==> src/rtl/neureka_bitserial_accumulator_pkg.sv <==
// -----------------------------------------------------------------------------
// neureka_bitserial_accumulator_pkg
// Shared types and constants for the NEUREKA bit-serial accumulator.
//   ctrl_bsacc_t  : group size (n_terms) and term signedness (signed_in)
//   flags_bsacc_t : FSM state, current term count and output-handshake pulse
//   bsacc_state_e : IDLE / ACCUM / OUTPUT
// -----------------------------------------------------------------------------
package neureka_bitserial_accumulator_pkg;

  localparam int unsigned NEUREKA_BSACC_MAX_TERMS = 8;
  // One extra bit so the counter can hold MAX_TERMS itself.
  localparam int unsigned BSACC_CNT_W = $clog2(NEUREKA_BSACC_MAX_TERMS) + 1;

  typedef enum logic [1:0] {
    IDLE   = 2'd0,
    ACCUM  = 2'd1,
    OUTPUT = 2'd2
  } bsacc_state_e;

  typedef struct packed {
    logic [BSACC_CNT_W-1:0] n_terms;
    logic                   signed_in;
  } ctrl_bsacc_t;

  typedef struct packed {
    bsacc_state_e           state;
    logic [BSACC_CNT_W-1:0] term_cnt;
    logic                   acc_done;
  } flags_bsacc_t;

endpackage

==> src/rtl/neureka_bsacc_ext.sv <==
// -----------------------------------------------------------------------------
// neureka_bsacc_ext
// Combinational extension of one scaled term to the accumulator width.
//   term_i      : OUT_ACC-bit term from the scale stage
//   signed_in_i : 1 = sign-extend, 0 = zero-extend
//   ext_o       : ACC-bit extended term
// -----------------------------------------------------------------------------
module neureka_bsacc_ext #(
  parameter int unsigned OUT_ACC = 16,
  parameter int unsigned ACC     = 32
) (
  input  logic [OUT_ACC-1:0]    term_i,
  input  logic                  signed_in_i,
  output logic signed [ACC-1:0] ext_o
);

  localparam int unsigned PAD = ACC - OUT_ACC;

  if (PAD == 0) begin : g_no_pad
    logic unused_sign;
    assign unused_sign = signed_in_i;
    assign ext_o       = term_i;
  end else begin : g_pad
    logic pad_bit;
    assign pad_bit = signed_in_i & term_i[OUT_ACC-1];
    assign ext_o   = {{PAD{pad_bit}}, term_i};
  end

endmodule

==> src/rtl/neureka_bitserial_accumulator.sv <==
// -----------------------------------------------------------------------------
// neureka_bitserial_accumulator
// Sums n_eff consecutive bit-serial scaled terms into a signed accumulator and
// emits one full-precision result per group.
//   clk_i / rst_ni         : clock, synchronous active-low reset
//   test_mode_i            : no functional effect
//   enable_i               : low = stall (ACCUM frozen, OUTPUT held)
//   clear_i                : synchronous clear, highest priority
//   data_i_{valid,ready,data} : term stream from the scale stage
//   data_o_{valid,ready,data,strb} : accumulated result stream
//   ctrl_i                 : n_terms / signed_in, sampled once per group
//   flags_o                : state, term_cnt, acc_done pulse
// -----------------------------------------------------------------------------
module neureka_bitserial_accumulator
  import neureka_bitserial_accumulator_pkg::*;
#(
  parameter int unsigned OUT_ACC   = 16,
  parameter int unsigned ACC       = 32,
  parameter int unsigned MAX_TERMS = NEUREKA_BSACC_MAX_TERMS
) (
  input  logic               clk_i,
  input  logic               rst_ni,
  input  logic               test_mode_i,
  input  logic               enable_i,
  input  logic               clear_i,
  input  logic               data_i_valid,
  output logic               data_i_ready,
  input  logic [OUT_ACC-1:0] data_i_data,
  output logic               data_o_valid,
  input  logic               data_o_ready,
  output logic [ACC-1:0]     data_o_data,
  output logic [ACC/8-1:0]   data_o_strb,
  input  ctrl_bsacc_t        ctrl_i,
  output flags_bsacc_t       flags_o
);

  bsacc_state_e           state_q, state_d;
  logic signed [ACC-1:0]  acc_q;
  logic signed [ACC-1:0]  ext_term;
  logic [BSACC_CNT_W-1:0] term_cnt_q;
  logic [BSACC_CNT_W-1:0] n_eff_q;
  logic                   signed_q;
  logic                   in_take;
  logic                   last_term;
  logic                   unused_test_mode;

  assign unused_test_mode = test_mode_i;

  // n_terms == 0 means "one term per group"; anything above MAX_TERMS clamps.
  function automatic logic [BSACC_CNT_W-1:0] calc_n_eff(input logic [BSACC_CNT_W-1:0] n);
    if (n == '0)                           return BSACC_CNT_W'(1);
    else if (n > BSACC_CNT_W'(MAX_TERMS))  return BSACC_CNT_W'(MAX_TERMS);
    else                                   return n;
  endfunction

  neureka_bsacc_ext #(
    .OUT_ACC (OUT_ACC),
    .ACC     (ACC)
  ) i_ext (
    .term_i      (data_i_data),
    .signed_in_i (signed_q),
    .ext_o       (ext_term)
  );

  assign in_take   = (state_q == ACCUM) & enable_i & data_i_valid;
  assign last_term = (term_cnt_q == n_eff_q - BSACC_CNT_W'(1));

  always_comb begin
    state_d      = state_q;
    data_i_ready = 1'b0;
    data_o_valid = 1'b0;
    case (state_q)
      IDLE: begin
        if (enable_i) state_d = ACCUM;
      end
      ACCUM: begin
        data_i_ready = enable_i;
        if (in_take && last_term) state_d = OUTPUT;
      end
      OUTPUT: begin
        data_o_valid = 1'b1;
        if (data_o_ready) state_d = enable_i ? ACCUM : IDLE;
      end
      default: state_d = IDLE;
    endcase
    if (clear_i) state_d = IDLE;
  end

  // Accumulator stage: group parameters are latched on group start so that
  // ctrl_i changes mid-group are ignored.
  always_ff @(posedge clk_i) begin
    if (!rst_ni) begin
      state_q    <= IDLE;
      acc_q      <= '0;
      term_cnt_q <= '0;
      n_eff_q    <= BSACC_CNT_W'(1);
      signed_q   <= 1'b0;
    end else if (clear_i) begin
      state_q    <= IDLE;
      acc_q      <= '0;
      term_cnt_q <= '0;
    end else begin
      state_q <= state_d;
      case (state_q)
        IDLE: begin
          if (enable_i) begin
            acc_q      <= '0;
            term_cnt_q <= '0;
            n_eff_q    <= calc_n_eff(ctrl_i.n_terms);
            signed_q   <= ctrl_i.signed_in;
          end
        end
        ACCUM: begin
          if (in_take) begin
            acc_q      <= acc_q + ext_term;
            term_cnt_q <= term_cnt_q + BSACC_CNT_W'(1);
          end
        end
        OUTPUT: begin
          if (data_o_ready) begin
            acc_q      <= '0;
            term_cnt_q <= '0;
            n_eff_q    <= calc_n_eff(ctrl_i.n_terms);
            signed_q   <= ctrl_i.signed_in;
          end
        end
        default: ;
      endcase
    end
  end

  assign data_o_data      = acc_q;
  assign data_o_strb      = '1;
  assign flags_o.state    = state_q;
  assign flags_o.term_cnt = term_cnt_q;
  assign flags_o.acc_done = data_o_valid & data_o_ready;

endmodule

==> config.mk <==
export PLATFORM = sky130hd
export DESIGN_NAME = neureka_bitserial_accumulator
export DESIGN_NICKNAME = d
export VERILOG_FILES = /design/src/rtl/neureka_bitserial_accumulator_pkg.sv /design/src/rtl/neureka_bsacc_ext.sv /design/src/rtl/neureka_bitserial_accumulator.sv
export SDC_FILE = /design/constraint.sdc
export NUM_CORES = 1
export LEC_CHECK = 0
export CAP_MARGIN = 20
export CORE_ASPECT_RATIO = 1.4
export CORE_UTILIZATION = 40
export CTS_CLUSTER_SIZE = 12
export DETAILED_ROUTE_END_ITERATION = 16
export PLACE_DENSITY = 0.68
export REMOVE_ABC_BUFFERS = 1
export SETUP_SLACK_MARGIN = 0.5
export SYNTH_ARGS = -nofsm -noshare
export SYNTH_HDL_FRONTEND = slang
export SYNTH_SLANG_ARGS = --single-unit
==> constraint.sdc <==
create_clock -name clk_i -period 2.99 [get_ports clk_i]
set_input_delay 0.598 -clock clk_i [delete_from_list [all_inputs] [get_ports clk_i]]
set_output_delay 0.598 -clock clk_i [all_outputs]
set_load 0.02 [all_outputs]
Yosys cells after proc, flatten, opt, wreduce, memory -nomap -nowiden
Cells that the tools add are included.
- bits in registers: 43
- bits of input ports: 28
- output and inout port bits: 45
- logic and storage cells: 54
- add/subtract/negate cells: 3
- order comparisons: 1
- equal/unequal tests: 7
- mux-type cells: 23
- bitwise logic cells: 6
- reduce and logical (&&, ||, !) cells: 9
- operators by type and width (kind ; count):
    32-bit two-way mux ; 3
    32-bit one-hot mux with 3 select lines ; 1
    32-bit by 17-bit adder with 32-bit output ; 1
    4-bit two-way mux ; 7
    4-bit one-hot mux with 3 select lines ; 1
    4-bit one-hot mux with 2 select lines ; 1
    4-bit AND reduction ; 2
    2-bit two-way mux ; 3
    2-bit inequality test, second input constant ; 3
    2-bit one-hot mux with 3 select lines ; 1
    1-bit two-way mux ; 5
    4-bit by 1-bit adder with 4-bit output, second input constant ; 1
    1-bit AND ; 4
    4-bit == test ; 1
    4-bit greater-than comparator, second input constant ; 1
    4-bit zero test ; 1
    4-bit by 1-bit subtractor with 4-bit output, second input constant ; 1
    3-bit AND reduction ; 1
    3-bit nonzero test ; 1
    2-bit by 1-bit == test with 1-bit output, second input constant ; 1
    2-bit == test, second input constant ; 1
    2-bit zero test ; 1
    2-bit by 1-bit inequality test with 1-bit output, second input constant ; 1
    1-bit NOT ; 2
    other kinds (4) ; 4

Longest topological paths before layout
- depth in word-level cells: 6
- gate-level depth with buffers: 11
- mapped depth without buffers: 11

Hierarchy
A second synthesis with hierarchy kept.
- cell total of the unflattened synthesis: 482
- area total of the unflattened synthesis: 3739.8 µm²
- modules (own cells, without submodules) (module ; instances ; cells each ; area each (µm²)):
    neureka_bitserial_accumulator ; 1 ; 449 ; 3493.4
    neureka_bsacc_ext ; 1 ; 33 ; 246.5

Least setup slack after synthesis
Ideal clock, no wire load.
- path type: input to register
- from: in data_i_data[8]
- to: reg acc_q[27] (netlist: data_o_data[27])
- data arrival time: 2.841 ns
- data required time: 2.916 ns
- slack: 0.075 ns
- cell stages on the path: 9
- path buffers: 0
- path through: ha_1 > a21o_1 > a21o_1 > a2111o_1 > or2_1 > a21oi_4 > mux2_2 > or3_1 > o21ai_0
- word-level cells in the longest chain between the ends: 3
- RTL lines (item ; RTL line ; text):
    start: declaration ; neureka_bitserial_accumulator.sv:28 ; input logic [OUT_ACC-1:0] data_i_data,
    32-bit by 17-bit adder with 32-bit output ; neureka_bitserial_accumulator.sv:115 ; acc_q <= acc_q + ext_term;
    32-bit two-way mux ; neureka_bitserial_accumulator.sv:114 ; if (in_take) begin
    32-bit one-hot mux with 3 select lines ; neureka_bitserial_accumulator.sv:104 ; case (state_q)
    end signal: assignment ; neureka_bitserial_accumulator.sv:115 ;
    end: declaration ; neureka_bitserial_accumulator.sv:38 ; logic signed [ACC-1:0] acc_q;
Every way passes these cells. The select of a mux whose other input is x is not followed.
A chain may end at the register's enable or synchronous reset.

Worst setup path after layout
- from: in data_i_data[10]
- to: reg acc_q[27] (netlist: data_o_data[27])
The elaborated chain is that of the path after synthesis.

==> impl_metrics.tcl <==
set metrics [dict create \
    outcome "complete, no violations" \
    grt_pass1_vias 3819 \
    cp_slowest_cell "a2111o_1" \
    synth_common_cells "50 x nor2_1, 43 x dfxtp_1, 34 x o21ai_0, 33 x nand2_1, 31 x a21oi_1" \
    finalPower_mw 1.40 \
    dp_slack_ns -0.490 \
    synth_cells 441 \
    min_period_ns 2.56 \
    cts_made_buffers 5 \
    fin_setup_tns_ns 0 \
    cp_num_buf_inv 2 \
    die_area_um2 8720 \
    hpwl_mm 8.06 \
    end_kind "flip-flop" \
    n_antenna_cell 0 \
    critPathMaxFanout 4 \
    vias 3979 \
    setup_ws_ns 0.431 \
    crit_family "compound AO/OA/AOI/OAI gates" \
    synth-seq-cells 43 \
    slew_viol_final 0 \
    power.share.clock_pct 39.5 \
    portBuffers 67 \
    clk_path_buf_depth 2 \
    async_flop_share_pct 0 \
    yosysTopAreaCellShare_pct 25.8 \
    clock_latency_ns 0.29 \
    arrival_ns 2.77 \
    pwr-share-comb_pct 18.3 \
    nets 622 \
    min_period_over_period_pct 85.6 \
    drt_first_pass_iters 5 \
    max_stage_delay_ns 0.46 \
    holdBufCountCts 0 \
    yosysMostFrequentCell "nor2_1" \
    hold_viol 0 \
    synth_edf_count 0 \
    holdWs_ns 0.506 \
    cap_viol_max_count 0 \
    syn_area_um2 3340 \
    vias_per_cell 5.88 \
    drtIter0Drc 202 \
    worstSetupPathType "input pin to flip-flop" \
    cts_htree_levels 2 \
    swShare_pct 27.5 \
    crit_chain "clkdlybuf4s15_2 -> ha_4 -> buf_4 -> a2111o_1 -> or2_4 -> a21oi_4 -> mux2_4 -> or3_1 -> o21ai_1" \
    worstMarginPinSlew_ns 0.617 \
    start_kind "input pin" \
    required_ns 3.20 \
    p_seq_share_pct 42.2 \
    cts_tree "yes" \
    grt_start_max_net_pins 18 \
    fp.dieH_um 110 \
    finalCoreUtilization_pct 64.2 \
    row_count 39 \
    skew_ns 0.00833 \
    drc 0 \
    ys.flop_type "dfxtp_1" \
    setup_viol 0 \
    fmax_mhz 391 \
    syn_to_final_growth_pct 56.8 \
    wl_per_cell_um 16.9 \
    yosysWarnings 0 \
    core_area_um2 8150 \
    p_int_mw 1.01 \
    clkTransAtPathRegs_ns 0.07 \
    ys_seq_area_share_pct 25.8 \
    drtAntennaViolNets 0 \
    grt_setup_unrepaired "true" \
    grt_util_all_layers_pct 26.7 \
    place_congestion 0.886 \
    drive_gt1_share_pct 28.5 \
    p_leak_nw 1.99 \
    grt_pass1_wl_mm 18.1 \
    fillers 693 \
    syn-mean-instance-area_um2 7.57 \
    io_pins 73 \
    yosysUniqueCellTypes 63 \
    p_per_area_nw_per_um2 267 \
    irDropWorstVdd_uv 251 \
    start_util_pct 41.0 \
    routed_wl_mm 11.4 \
    cts_root_buf "clkbuf_16" \
    clock_sinks 43 \
    hp-class "flip-flop to flip-flop" \
    synth_area_leaders "dfxtp_1 26%, ha_1 7.1%, nor2_1 5.6%" \
    power.switching_mw 0.385 \
    dieWidth_um 79.2 \
    overflow 0 \
    yosys.area.top_type "dfxtp_1" \
    relSlewSlack_pct 58.8 \
    antenna_found_initial 0 \
]
[per-stage QoR]
stage / instances / cell area [um2]
after floorplan: 424 / 3240
after global placement: 654 / 4500
after detailed placement: 654 / 4500
after CTS: 670 / 5080
after global routing: 677 / 5240
final: 677 / 5240
[power groups by stage]
stage	Sequential [mW]	Clock, mW	Combinational, mW
floorplan	0.603	0	0.105
global placement	0.602	0	0.212
detailed placement	0.602	0	0.216
CTS	0.589	0.568	0.243
global route	0.591	0.589	0.278
finish	0.590	0.552	0.256
[cell families (layout without fill, tap and decap cells)]
kind of cell | after synthesis | count (layout) | share of synthesized area (%)
other | 1 | 4 | 0.112
adders and majority gates | 20 | 20 | 7.72
buffers and inverters | 42 | 173 | 5.62
DFF | 43 | 43 | 25.8
muxes | 8 | 8 | 2.47
and+or+nand+nor | 166 | 166 | 25.1
xor gates and xnor gates | 24 | 24 | 6.30
AOI/OAI and AO/OA | 137 | 137 | 26.9
[layer usage]
layer | GRT usage, % | share of wire (%) | vias up
met5 | 0 | 0 | -
met4 | 13.5 | 4.3 | 0
met3 | 3.37 | 4.2 | 41
met2 | 51.0 | 53 | 146
met1 | 28.3 | 39 | 1897
li1 | - | - | 1895
[tightest hold or removal path, cell delays in order, from the launching register on]
cell	delay, ns
dfxtp_1	0.34
nand2_1	0.06
o21ai_0	0.06
[path summary, 6_finish.rpt]
path / from / endpoint / slack [ns] / cells after the start
setup / recovery: data_i_data[10] / data_o_data[27]$_SDFFE_PP0P_ / 0.43 / 9
hold reg to reg: data_o_data[29]$_SDFFE_PP0P_ / data_o_data[29]$_SDFFE_PP0P_ / 0.51 / 2
setup reg to reg: data_o_data[8]$_SDFFE_PP0P_ / data_o_data[27]$_SDFFE_PP0P_ / 0.47 / 9
hold / removal: data_o_data[29]$_SDFFE_PP0P_ / data_o_data[29]$_SDFFE_PP0P_ / 0.51 / 2
[cell usage in the layout, fill, tap and decap left out, types with 10 or more instances in the layout]
cell	netlist	final
xor2_1	10	10
nor3_1	14	14
xnor2_1	14	13
a22oi_1	12	11
o21ai_0	34	25
nand2_1	33	32
clkdlybuf4s50_1	0	49
nor2_1	50	47
a21oi_1	31	27
dfxtp_1	43	41
ha_4	0	16
buf_4	5	71
inv_1	21	19
[sequential cells by signal (all words and copies together), names as in the netlist]
register / flops
term_cnt_q: 4
n_eff_q: 4
data_o_data: 32
signed_q: 1
state_q: 2
[layout make-up]
cell class	count	area [um2]	share of cell area [%]
sequential	43	863	16.5
inverter	22	83.8	1.60
clock buffer	6	129	2.46
timing repair buffer	143	1220	23.4
clock inverter	2	12.5	0.239
tap	102	128	2.44
multi-input combinational	359	2800	53.4
[repair_timing]
item	CTS	global route
resized for setup	106	31
pin swaps	31	21
endpoints found under the setup margin	27	19
buffers inserted	8	7
Power figures use the tool's default switching activity.
